### src/rtl/cpu_ctrl_pkg.sv
// Shared state encodings and opcode constants
// for the instruction-sequencing control unit.
package cpu_ctrl_pkg;

    typedef enum logic [2:0] {
        ST_FETCH    = 3'd0,
        ST_WAIT_MEM = 3'd1,
        ST_DECODE   = 3'd2,
        ST_EXECUTE  = 3'd3,
        ST_HALT     = 3'd4
    } state_t;

    localparam logic [3:0] OP_JMP  = 4'hC;
    localparam logic [3:0] OP_BRZ  = 4'hD;
    localparam logic [3:0] OP_HALT = 4'hF;

endpackage

### src/rtl/cpu_pc_unit.sv
// Program counter register: load has priority
// over increment; increment wraps naturally.
module cpu_pc_unit #(
    parameter int PC_WIDTH = 8,
    parameter logic [PC_WIDTH-1:0] RESET_VECTOR = '0
) (
    input  logic                clk,
    input  logic                reset,
    input  logic                inc,
    input  logic                load,
    input  logic [PC_WIDTH-1:0] load_value,
    output logic [PC_WIDTH-1:0] pc
);

    always_ff @(posedge clk or posedge reset) begin
        if (reset)
            pc <= RESET_VECTOR;
        else if (load)
            pc <= load_value;
        else if (inc)
            pc <= pc + 1'b1;
    end

endmodule

### src/rtl/cpu_ctrl_fsm.sv
// Fetch/decode/execute sequencer with ROM wait handshake and HALT.
// Optional ROM timeout enabled by CPU_CTRL_MEM_TIMEOUT_EN.
module cpu_ctrl_fsm
    import cpu_ctrl_pkg::*;
#(
    parameter int PC_WIDTH = 8,
    parameter int OPCODE_WIDTH = 4,
    parameter logic [PC_WIDTH-1:0] RESET_VECTOR = '0,
    parameter int MEM_TIMEOUT = 15
) (
    input  logic                    clk,
    input  logic                    reset,
    input  logic                    rom_ready,
    input  logic [OPCODE_WIDTH-1:0] opcode,
    input  logic                    zero_flag,
    input  logic [PC_WIDTH-1:0]     branch_target,
    input  logic                    resume,
    output logic [PC_WIDTH-1:0]     pc,
    output logic [PC_WIDTH-1:0]     rom_addr,
    output logic                    rom_read_enable,
    output logic                    ir_load,
    output logic                    exec_enable,
    output logic                    halted,
    output logic [2:0]              state,
    output logic                    mem_fault
);

    localparam logic [OPCODE_WIDTH-1:0] OPC_JMP  = OPCODE_WIDTH'(OP_JMP);
    localparam logic [OPCODE_WIDTH-1:0] OPC_BRZ  = OPCODE_WIDTH'(OP_BRZ);
    localparam logic [OPCODE_WIDTH-1:0] OPC_HALT = OPCODE_WIDTH'(OP_HALT);

    state_t state_q;
    state_t state_d;
    logic   timeout;
    logic   fault_q;
    logic   take;
    logic   pc_inc;
    logic   pc_load;

`ifdef CPU_CTRL_MEM_TIMEOUT_EN
    localparam int CW = $clog2(MEM_TIMEOUT + 1);
    logic [CW-1:0] wait_cnt;

    // Fires on the last allowed WAIT_MEM cycle that still sees no data.
    assign timeout = (state_q == ST_WAIT_MEM) && !rom_ready &&
                     (wait_cnt == CW'(MEM_TIMEOUT - 1));

    always_ff @(posedge clk or posedge reset) begin
        if (reset) begin
            wait_cnt <= '0;
            fault_q  <= 1'b0;
        end else begin
            if (state_q == ST_FETCH)
                wait_cnt <= '0;
            else if (state_q == ST_WAIT_MEM)
                wait_cnt <= wait_cnt + 1'b1;
            if (timeout)
                fault_q <= 1'b1;
        end
    end
`else
    assign timeout = 1'b0;
    assign fault_q = 1'b0;
`endif

    always_ff @(posedge clk or posedge reset) begin
        if (reset)
            state_q <= ST_FETCH;
        else
            state_q <= state_d;
    end

    always_comb begin
        state_d = state_q;
        case (state_q)
            ST_FETCH:
                state_d = rom_ready ? ST_DECODE : ST_WAIT_MEM;
            ST_WAIT_MEM:
                if (rom_ready)
                    state_d = ST_DECODE;
                else if (timeout)
                    state_d = ST_HALT;
            ST_DECODE:
                state_d = ST_EXECUTE;
            ST_EXECUTE:
                state_d = (opcode == OPC_HALT) ? ST_HALT : ST_FETCH;
            ST_HALT:
                if (resume && !fault_q)
                    state_d = ST_FETCH;
            default:
                state_d = ST_FETCH;
        endcase
    end

    always_comb begin
        rom_read_enable = 1'b0;
        exec_enable     = 1'b0;
        halted          = 1'b0;
        case (state_q)
            ST_FETCH,
            ST_WAIT_MEM: rom_read_enable = !reset;
            ST_EXECUTE:  exec_enable = 1'b1;
            ST_HALT:     halted = 1'b1;
            default:     ;
        endcase
        ir_load = rom_read_enable & rom_ready;
        take    = (opcode == OPC_JMP) ||
                  ((opcode == OPC_BRZ) && zero_flag);
        pc_load = exec_enable & take;
        pc_inc  = exec_enable & !take;
    end

    cpu_pc_unit #(
        .PC_WIDTH     (PC_WIDTH),
        .RESET_VECTOR (RESET_VECTOR)
    ) u_pc (
        .clk        (clk),
        .reset      (reset),
        .inc        (pc_inc),
        .load       (pc_load),
        .load_value (branch_target),
        .pc         (pc)
    );

    assign rom_addr  = pc;
    assign state     = state_q;
    assign mem_fault = fault_q;

endmodule

### config.mk
export PLATFORM = sky130hd
export DESIGN_NAME = cpu_ctrl_fsm
export DESIGN_NICKNAME = d
export VERILOG_FILES = /design/src/rtl/cpu_ctrl_pkg.sv /design/src/rtl/cpu_pc_unit.sv /design/src/rtl/cpu_ctrl_fsm.sv
export SDC_FILE = /design/constraint.sdc
export NUM_CORES = 1
export LEC_CHECK = 0
export BUFFER_PORTS_ARGS = -buffer_cell sky130_fd_sc_hd__buf_2
export CAP_MARGIN = 20
export CORE_MARGIN = 10
export CORE_UTILIZATION = 47
export DETAILED_ROUTE_END_ITERATION = 8
export PLACE_DENSITY = 0.83
export SYNTH_ARGS = -nofsm -noshare
export SYNTH_HDL_FRONTEND = slang
export SYNTH_SLANG_ARGS = --single-unit
export TNS_END_PERCENT = 30
### constraint.sdc
create_clock -name clk -period 2.5 [get_ports clk]
set_input_delay 0.25 -clock clk [delete_from_list [all_inputs] [get_ports clk]]
set_output_delay 0.25 -clock clk [all_outputs]
set_load 0.005 [all_outputs]
==> qor.csv, run 1 <==
stage;metric;value;unit
cells_and_area;area_growth_syn_to_layout;21.11;%
hold_path;timing.hold.worst_path_depth;3;
floorplan;die-width;60.33;um
cells_and_area;final_cell_area;925.9;um^2
sta;fin_clk_skew;0.003102;ns
cells_and_area;fill_cells;136;
placement;hpwl;1592;um
hold_path;worst_hold_path.endpoint;u_pc.pc[0];
placement;buffer_ports.inserted;39;
cells_and_area;layout-drive-gt1-share;41.74;%
synthesis;ys_ff_latch;11;
route;drt.antenna.violating_nets;0;
sta;hold-worst-slack;0.2447;ns
cells_and_area;finish.net_count;134;
route;drt-vias-per-instance;5.511;
setup_path;worst_setup_path_startpoint;state[1];
clock_tree;root_buffer_selected_by_cts;sky130_fd_sc_hd__clkbuf_4;
cells_and_area;layout_commonest_cell;sky130_fd_sc_hd__buf_2;
grt;grt_pass1_vias;702;
clock_tree;cts_buffers;3;
flow_run;maxCapViolations;0;
placement;gp_congestion;0.7896;
sta;clock.fmax;0.5142;GHz
floorplan;ioPinCount;41;
grt;grt_remaining_overflow;0;
floorplan;core.rowCount;14;
setup_path;worst_ep_required_time;2.25;ns
setup_path;critical_r2r_capture;u_pc.pc[0];
setup_path;reg2reg_from;state[1];
synthesis;seq_area_frac_synth;36.01;%
cells_and_area;antenna_cells;0;
synthesis;avgSynthCellArea;9.323;um^2
setup_path;worstSetupPathType;flop to output port;
clock_tree;postCtsSetupBuffers;0;
grt;grt_start_max_net_pins;12;
route;vias;722;
sta;unrepaired_setup_endpoints_after_global_routing;false;
grt;first_pass_grt_wire_length;3208;um
clock_tree;cts.sink_count;11;
floorplan;coreArea;1524;um^2
route;post-route-drc-count;0;
route;detail_route.wl_per_cell;15.40;um
setup_path;worstPathMaxFanout;11;
floorplan;die_h;60.33;um
sta;setup_violations;0;
synthesis;netlist_area;764.5;um^2
sta;setup-tns-final;0;ns
synthesis;postSynthCellCount;82;
clock_tree;ctsHtreeMaxLevel;1;
route;first_iter_violations;19;
synthesis;synthesis.yosys.warnings;0;
power;static-leakage-power;0.4969;nW
cells_and_area;layout.cells.most_common_list;sky130_fd_sc_hd__buf_2 (39), sky130_fd_sc_hd__dfrtp_1 (11), sky130_fd_sc_hd__nand2_1 (6), sky130_fd_sc_hd__mux2i_1 (6);
route;drt_pre_antenna_iters;4;
grt;initial_antenna_violation_count;0;
grt;grt_usage;11.15;%
floorplan;floorplan.initialDensity;50.16;%
setup_path;crit_path_end_kind;output port;
sta;report.final.slew_viol_count;0;
placement;placedInstanceArea;889.6;um^2
route;wirelength;2018;um
sta;report.final.hold_viol_count;0;
floorplan;floorplan.die_area;3640;um^2
sta;final_critical_path_required_period;1.945;ns
hold_path;hold_start;branch_target[0];
setup_path;reg2reg_slack;0.88;ns
clock_tree;cts_tree;done;
setup_path;worst_setup_path_start_kind;flop;
hold_path;hold_path_class;input port to flop;
setup_path;reg2regPathDepth;5;
sta;period_share;77.79;%
clock_tree;worst_skew_pair.late_latency;0.27;ns
run_status;run_status;completed;
power;power_density;1008;nW/um^2
synthesis;ys_types;32;
clock_tree;cts_buffer_depth;2;
setup_path;timing.critical_path.arrival;1.69;ns
power;worst_vdd_drop;0.0004558;V
clock_tree;clkSlewWorstSetupHoldPaths;0.07;ns
synthesis;synth_nets;100;
-- synthesized netlist by cell type --
cell | number | area [um^2]
sky130_fd_sc_hd__dfrtp_1 | 11 | 275.3
sky130_fd_sc_hd__buf_4 | 9 | 67.56
sky130_fd_sc_hd__mux2i_1 | 6 | 60.06
sky130_fd_sc_hd__nand2_1 | 6 | 22.52
sky130_fd_sc_hd__inv_1 | 5 | 18.77
sky130_fd_sc_hd__nand3_1 | 5 | 25.02
sky130_fd_sc_hd__o21ai_0 | 4 | 20.02
sky130_fd_sc_hd__nor2_1 | 3 | 11.26
sky130_fd_sc_hd__a21oi_2 | 2 | 17.52
sky130_fd_sc_hd__a22oi_1 | 2 | 15.01
sky130_fd_sc_hd__a2bb2oi_1 | 2 | 17.52
sky130_fd_sc_hd__and3_1 | 2 | 12.51
sky130_fd_sc_hd__buf_6 | 2 | 22.52
sky130_fd_sc_hd__nor3_1 | 2 | 10.01
sky130_fd_sc_hd__o22ai_1 | 2 | 12.51
sky130_fd_sc_hd__o2bb2ai_1 | 2 | 17.52
sky130_fd_sc_hd__or2_1 | 2 | 12.51
sky130_fd_sc_hd__a211oi_1 | 1 | 7.510
sky130_fd_sc_hd__a21oi_1 | 1 | 5.000
sky130_fd_sc_hd__and2_1 | 1 | 6.260
sky130_fd_sc_hd__and2b_1 | 1 | 7.510
sky130_fd_sc_hd__clkinv_1 | 1 | 3.750
sky130_fd_sc_hd__conb_1 | 1 | 3.750
sky130_fd_sc_hd__ha_1 | 1 | 12.51
sky130_fd_sc_hd__nand3b_4 | 1 | 20.02
sky130_fd_sc_hd__nand4_1 | 1 | 6.260
sky130_fd_sc_hd__nor2b_1 | 1 | 6.260
sky130_fd_sc_hd__nor2b_2 | 1 | 8.760
sky130_fd_sc_hd__nor3b_1 | 1 | 7.510
sky130_fd_sc_hd__o21ai_1 | 1 | 5.000
sky130_fd_sc_hd__o21ba_2 | 1 | 10.01
sky130_fd_sc_hd__o311ai_2 | 1 | 16.27
-- metrics by stage --
step	setup slack [ns]	instances	power (mW)	util [%]
6_report	0.5553	131	0.9330	60.76
5_1_grt	0.4141	131	1.030	60.76
4_1_cts	0.5416	131	0.9475	60.76
3_5_place_dp	0.8435	126	0.8224	58.37
3_3_place_gp	0.8929	126	0.8106	58.37
2_1_floorplan	1.340	82	0.6934	-
-- final cells by class --
cell class	instances	area [um^2]	area share (%)
Tap cell	16	20.02	2.162
Inverter	6	22.52	2.432
Clock buffer	4	26.28	2.838
Multi-Input combinational cell	54	376.6	40.68
Sequential cell	11	275.3	29.73
Timing Repair Buffer	40	205.2	22.16
-- critical path: stages (launching register included) --
cell and delay (ns):
sky130_fd_sc_hd__dfrtp_1 0.44, sky130_fd_sc_hd__nand2_1 0.08, sky130_fd_sc_hd__or2_1 0.37, sky130_fd_sc_hd__clkinv_1 0.32, sky130_fd_sc_hd__buf_2 0.22
-- repair_timing --
action	CTS	global route
hold endpoints to repair	11	0
resized for setup	0	0
setup endpoints to repair	0	0
hold buffers	1	0
-- metal layers --
layer  GRT usage (%)  part of all wire [%]  vias up
met3           4.802                    12        4
met2           19.26                    50       37
met1           12.33                    37      334
li1                -                     -      347
met5               0                     0        -
met4           2.564                  0.94        0
-- worst max-delay path by stage --
stage,end,slack [ns],cells past startpoint
6_report,exec_enable,0.56,4
5_1_grt,exec_enable,0.41,4
4_1_cts,exec_enable,0.54,4
3_5_place_dp,exec_enable,0.84,4
3_3_place_gp,exec_enable,0.89,4
2_1_floorplan,u_pc.pc[6],1.34,5
-- state kept, by name, indices dropped and copies added, names as in the netlist --
signal   count
u_pc.pc      8
state        3
-- cell families (layout without fill, tap and decap cells) --
group / count (synthesis) / count (layout) / synth area share (%)
AND/OR/NAND/NOR: 27 / 27 / 20.46
AO/OA/AOI/OAI: 19 / 19 / 18.82
buffers and inverters: 17 / 50 / 14.73
flip-flops: 11 / 11 / 36.01
multiplexers: 6 / 6 / 7.856
adder cells (fa/ha/maj): 1 / 1 / 1.636
other: 1 / 1 / 0.4905
-- where the power goes --
part | internal, mW | switching (mW) | total [mW] | leakage [nW]
registers | 0.256 | 0.103 | 0.359 | 0.130
clock network | 0.0617 | 0.0614 | 0.123 | 0.0150
logic | 0.226 | 0.225 | 0.451 | 0.352
total | 0.544 | 0.389 | 0.933 | 0.497
(Power assumes the default switching activity.)
==> inputs of run 2 (changes only) <==
--- a/config.mk
+++ b/config.mk
@@ -8,9 +8,9 @@
 export BUFFER_PORTS_ARGS = -buffer_cell sky130_fd_sc_hd__buf_2
 export CAP_MARGIN = 20
 export CORE_MARGIN = 10
-export CORE_UTILIZATION = 47
+export CORE_UTILIZATION = 43
 export DETAILED_ROUTE_END_ITERATION = 8
-export PLACE_DENSITY = 0.83
+export PLACE_DENSITY = 0.77
 export SYNTH_ARGS = -nofsm -noshare
 export SYNTH_HDL_FRONTEND = slang
 export SYNTH_SLANG_ARGS = --single-unit
==> constraint.sdc (replaced) <==
create_clock -name clk -period 1.95 [get_ports clk]
set_input_delay 0.195 -clock clk [delete_from_list [all_inputs] [get_ports clk]]
set_output_delay 0.195 -clock clk [all_outputs]
set_load 0.005 [all_outputs]
==> run 2 against run 1 <==
Power grew 30%. Via count down 4.4%. Wire length decreased by 2.9%. Combinational power is 31% higher. Hold slack worse by 0.071 ns. Die area is 6.2% higher. Worst setup slack got worse by 0.27 ns. Final cell count up 7.6%. Global-route usage fell by 1.1 points. Largest cell class unchanged.
==> qor.csv, run 2 (same netlist as run 1, synthesis figures left out) <==
stage;metric;value;unit;change
run_status;run_status;completed;;unchanged
setup_path;reg2regPathDepth;5;;unchanged
cells_and_area;layout_commonest_cell;sky130_fd_sc_hd__buf_2;;unchanged
setup_path;reg2reg_from;state[1];;unchanged
cells_and_area;antenna_cells;0;;unchanged
route;first_iter_violations;14;;was 19
route;drt-vias-per-instance;4.894;;was 5.511
grt;grt_remaining_overflow;0;;unchanged
grt;initial_antenna_violation_count;0;;unchanged
setup_path;worst_ep_required_time;1.75;ns;was 2.25 ns
cells_and_area;registers.top_by_ff_count;u_pc.pc;;unchanged
route;wirelength;1959;um;was 2018 um
setup_path;max_stage_delay;0.44;ns;about the same
setup_path;worstPathMaxFanout;9;;was 11
sta;setup_violations;0;;unchanged
setup_path;worstSetupPathType;flop to output port;;unchanged
clock_tree;root_buffer_selected_by_cts;sky130_fd_sc_hd__clkbuf_4;;unchanged
hold_path;timing.hold.worst_path_depth;3;;unchanged
sta;setup-tns-final;0;ns;unchanged
floorplan;ioPinCount;41;;unchanged
setup_path;crit_path_end_kind;output port;;unchanged
floorplan;core.rowCount;15;;was 14
flow_run;maxCapViolations;0;;unchanged
placement;place_ws;0.5371;ns;was 0.8435 ns
sta;period_share;85.13;%;
floorplan;floorplan.initialDensity;44.76;%;was 50.16%
setup_path;critical_r2r_capture;u_pc.pc[0];;unchanged
power;power_consumption;1.216;mW;was 933.0 uW
clock_tree;cts_tree;done;;unchanged
clock_tree;cts.sink_count;11;;unchanged
clock_tree;cts_buffers;3;;unchanged
placement;buffer_ports.inserted;39;;unchanged
floorplan;floorplan.die_area;3864;um^2;was 3640 um^2
floorplan;coreArea;1708;um^2;was 1524 um^2
setup_path;worst_path_max_delay_cell;sky130_fd_sc_hd__dfrtp_1;;unchanged
power;static-leakage-power;0.5013;nW;was 0.4969 nW
power;power_density;1287;nW/um^2;was 1008 nW/um^2
power;worst_vdd_drop;0.0006006;V;was 0.0004558 V
setup_path;reg2reg_slack;0.56;ns;was 0.88 ns
route;post-route-drc-count;0;;unchanged
clock_tree;ctsHtreeMaxLevel;1;;unchanged
cells_and_area;fill_cells;160;;was 136
sta;hold-worst-slack;0.1739;ns;was 0.2447 ns
placement;placed_cells;136;;was 126
cells_and_area;final_cell_area;944.7;um^2;was 925.9 um^2
floorplan;die_h;62.17;um;was 60.33 um
sta;clock.fmax;0.6024;GHz;
route;vias;690;;was 722
grt;grt_pass1_vias;742;;was 702
setup_path;worst_setup_path_start_kind;flop;;unchanged
sta;report.final.hold_viol_count;0;;unchanged
hold_path;hold_start;resume;;was branch_target[0]
clock_tree;postCtsSetupBuffers;0;;unchanged
hold_path;worst_hold_path.endpoint;state[2];;was u_pc.pc[0]
grt;grt_start_max_net_pins;12;;unchanged
cells_and_area;postLayoutCoreUtil;55.31;%;was 60.76%
setup_path;worstPathCellList;nand2_1 -> or2_1 -> clkinv_1 -> buf_2;;unchanged
clock_tree;clkSlewWorstSetupHoldPaths;0.07;ns;about the same
grt;first_pass_grt_wire_length;3291;um;was 3208 um
placement;gp_congestion;0.8518;;was 0.7896
cells_and_area;layout.cells.most_common_list;sky130_fd_sc_hd__buf_2 (39), sky130_fd_sc_hd__dfrtp_1 (11), sky130_fd_sc_hd__nand2_1 (6), sky130_fd_sc_hd__mux2i_1 (6);;unchanged
cells_and_area;finish.net_count;135;;was 134
cells_and_area;fin_cells;141;;was 131
cells_and_area;number_of_flip_flops_in_the_largest_register;8;;unchanged
placement;placedInstanceArea;908.4;um^2;was 889.6 um^2
route;drt_pre_antenna_iters;4;;unchanged
route;drt.antenna.violating_nets;0;;unchanged
clock_tree;worst_skew_pair.late_latency;0.27;ns;about the same
grt;grt_usage;10.05;%;was 11.15%
hold_path;hold_path_class;input port to flop;;unchanged
cells_and_area;area_growth_syn_to_layout;23.57;%;was 21.11%
sta;final_critical_path_required_period;1.660;ns;
sta;fin_clk_skew;0.0005921;ns;was 0.003102 ns
sta;timing.final.ws_setup;0.2899;ns;was 0.5553 ns
setup_path;timing.critical_path.arrival;1.47;ns;was 1.69 ns
clock_tree;cts_resized;0;;unchanged
clock_tree;cts_buffer_depth;2;;unchanged
sta;report.final.slew_viol_count;0;;unchanged
placement;hpwl;1596;um;was 1592 um
cells_and_area;layout-drive-gt1-share;42.24;%;was 41.74%
sta;unrepaired_setup_endpoints_after_global_routing;false;;unchanged
floorplan;die-width;62.17;um;was 60.33 um
clock_tree;holdBufCountCts;1;;unchanged
route;detail_route.wl_per_cell;13.89;um;was 15.40 um
## run 2: cell count changes in the layout (fill, tap and decap cells not counted), sizes merged
cell,delta
buf,+1
## run 2: worst max path at each step
stage	from	slack [ns]	cells after the start	end
finish	state[1]	0.29	4	exec_enable
detailed placement	state[1]	0.54	5	u_pc.pc[0]
CTS	state[1]	0.25	4	exec_enable
global route	state[1]	0.14	4	exec_enable
global placement	state[1]	0.60	4	exec_enable
floorplan	state[1]	0.79	5	u_pc.pc[6]
## run 2: routing by layer
layer | vias up | wire length (um) | global-route usage, %
li1 | 349 | - | -
met1 | 311 | 835 | 10.66
met2 | 26 | 941 | 17.18
met3 | 4 | 155 | 4.480
met4 | 0 | 27 | 3.429
met5 | - | 0 | 0
## run 2: cell type report
type	count	area, um^2	share of cell area, %
Multi-Input combinational cell	54	376.6	39.87
Sequential cell	11	275.3	29.14
Timing Repair Buffer	41	212.7	22.52
Tap cell	25	31.28	3.311
Clock buffer	4	26.28	2.781
Inverter	6	22.52	2.384
## run 2: where the power goes
part	internal (mW)	total [mW]	switching, mW
registers	0.328	0.466	0.138
logic	0.304	0.591	0.287
clock network	0.0792	0.159	0.0798
total	0.711	1.22	0.505
## run 2: worst max-delay path, delay by kind of cell, from the launching register on
family                 cells  cell delay [ns]
buffers and inverters      2             0.45
DFF                        1             0.44
and+or+nand+nor            2             0.30
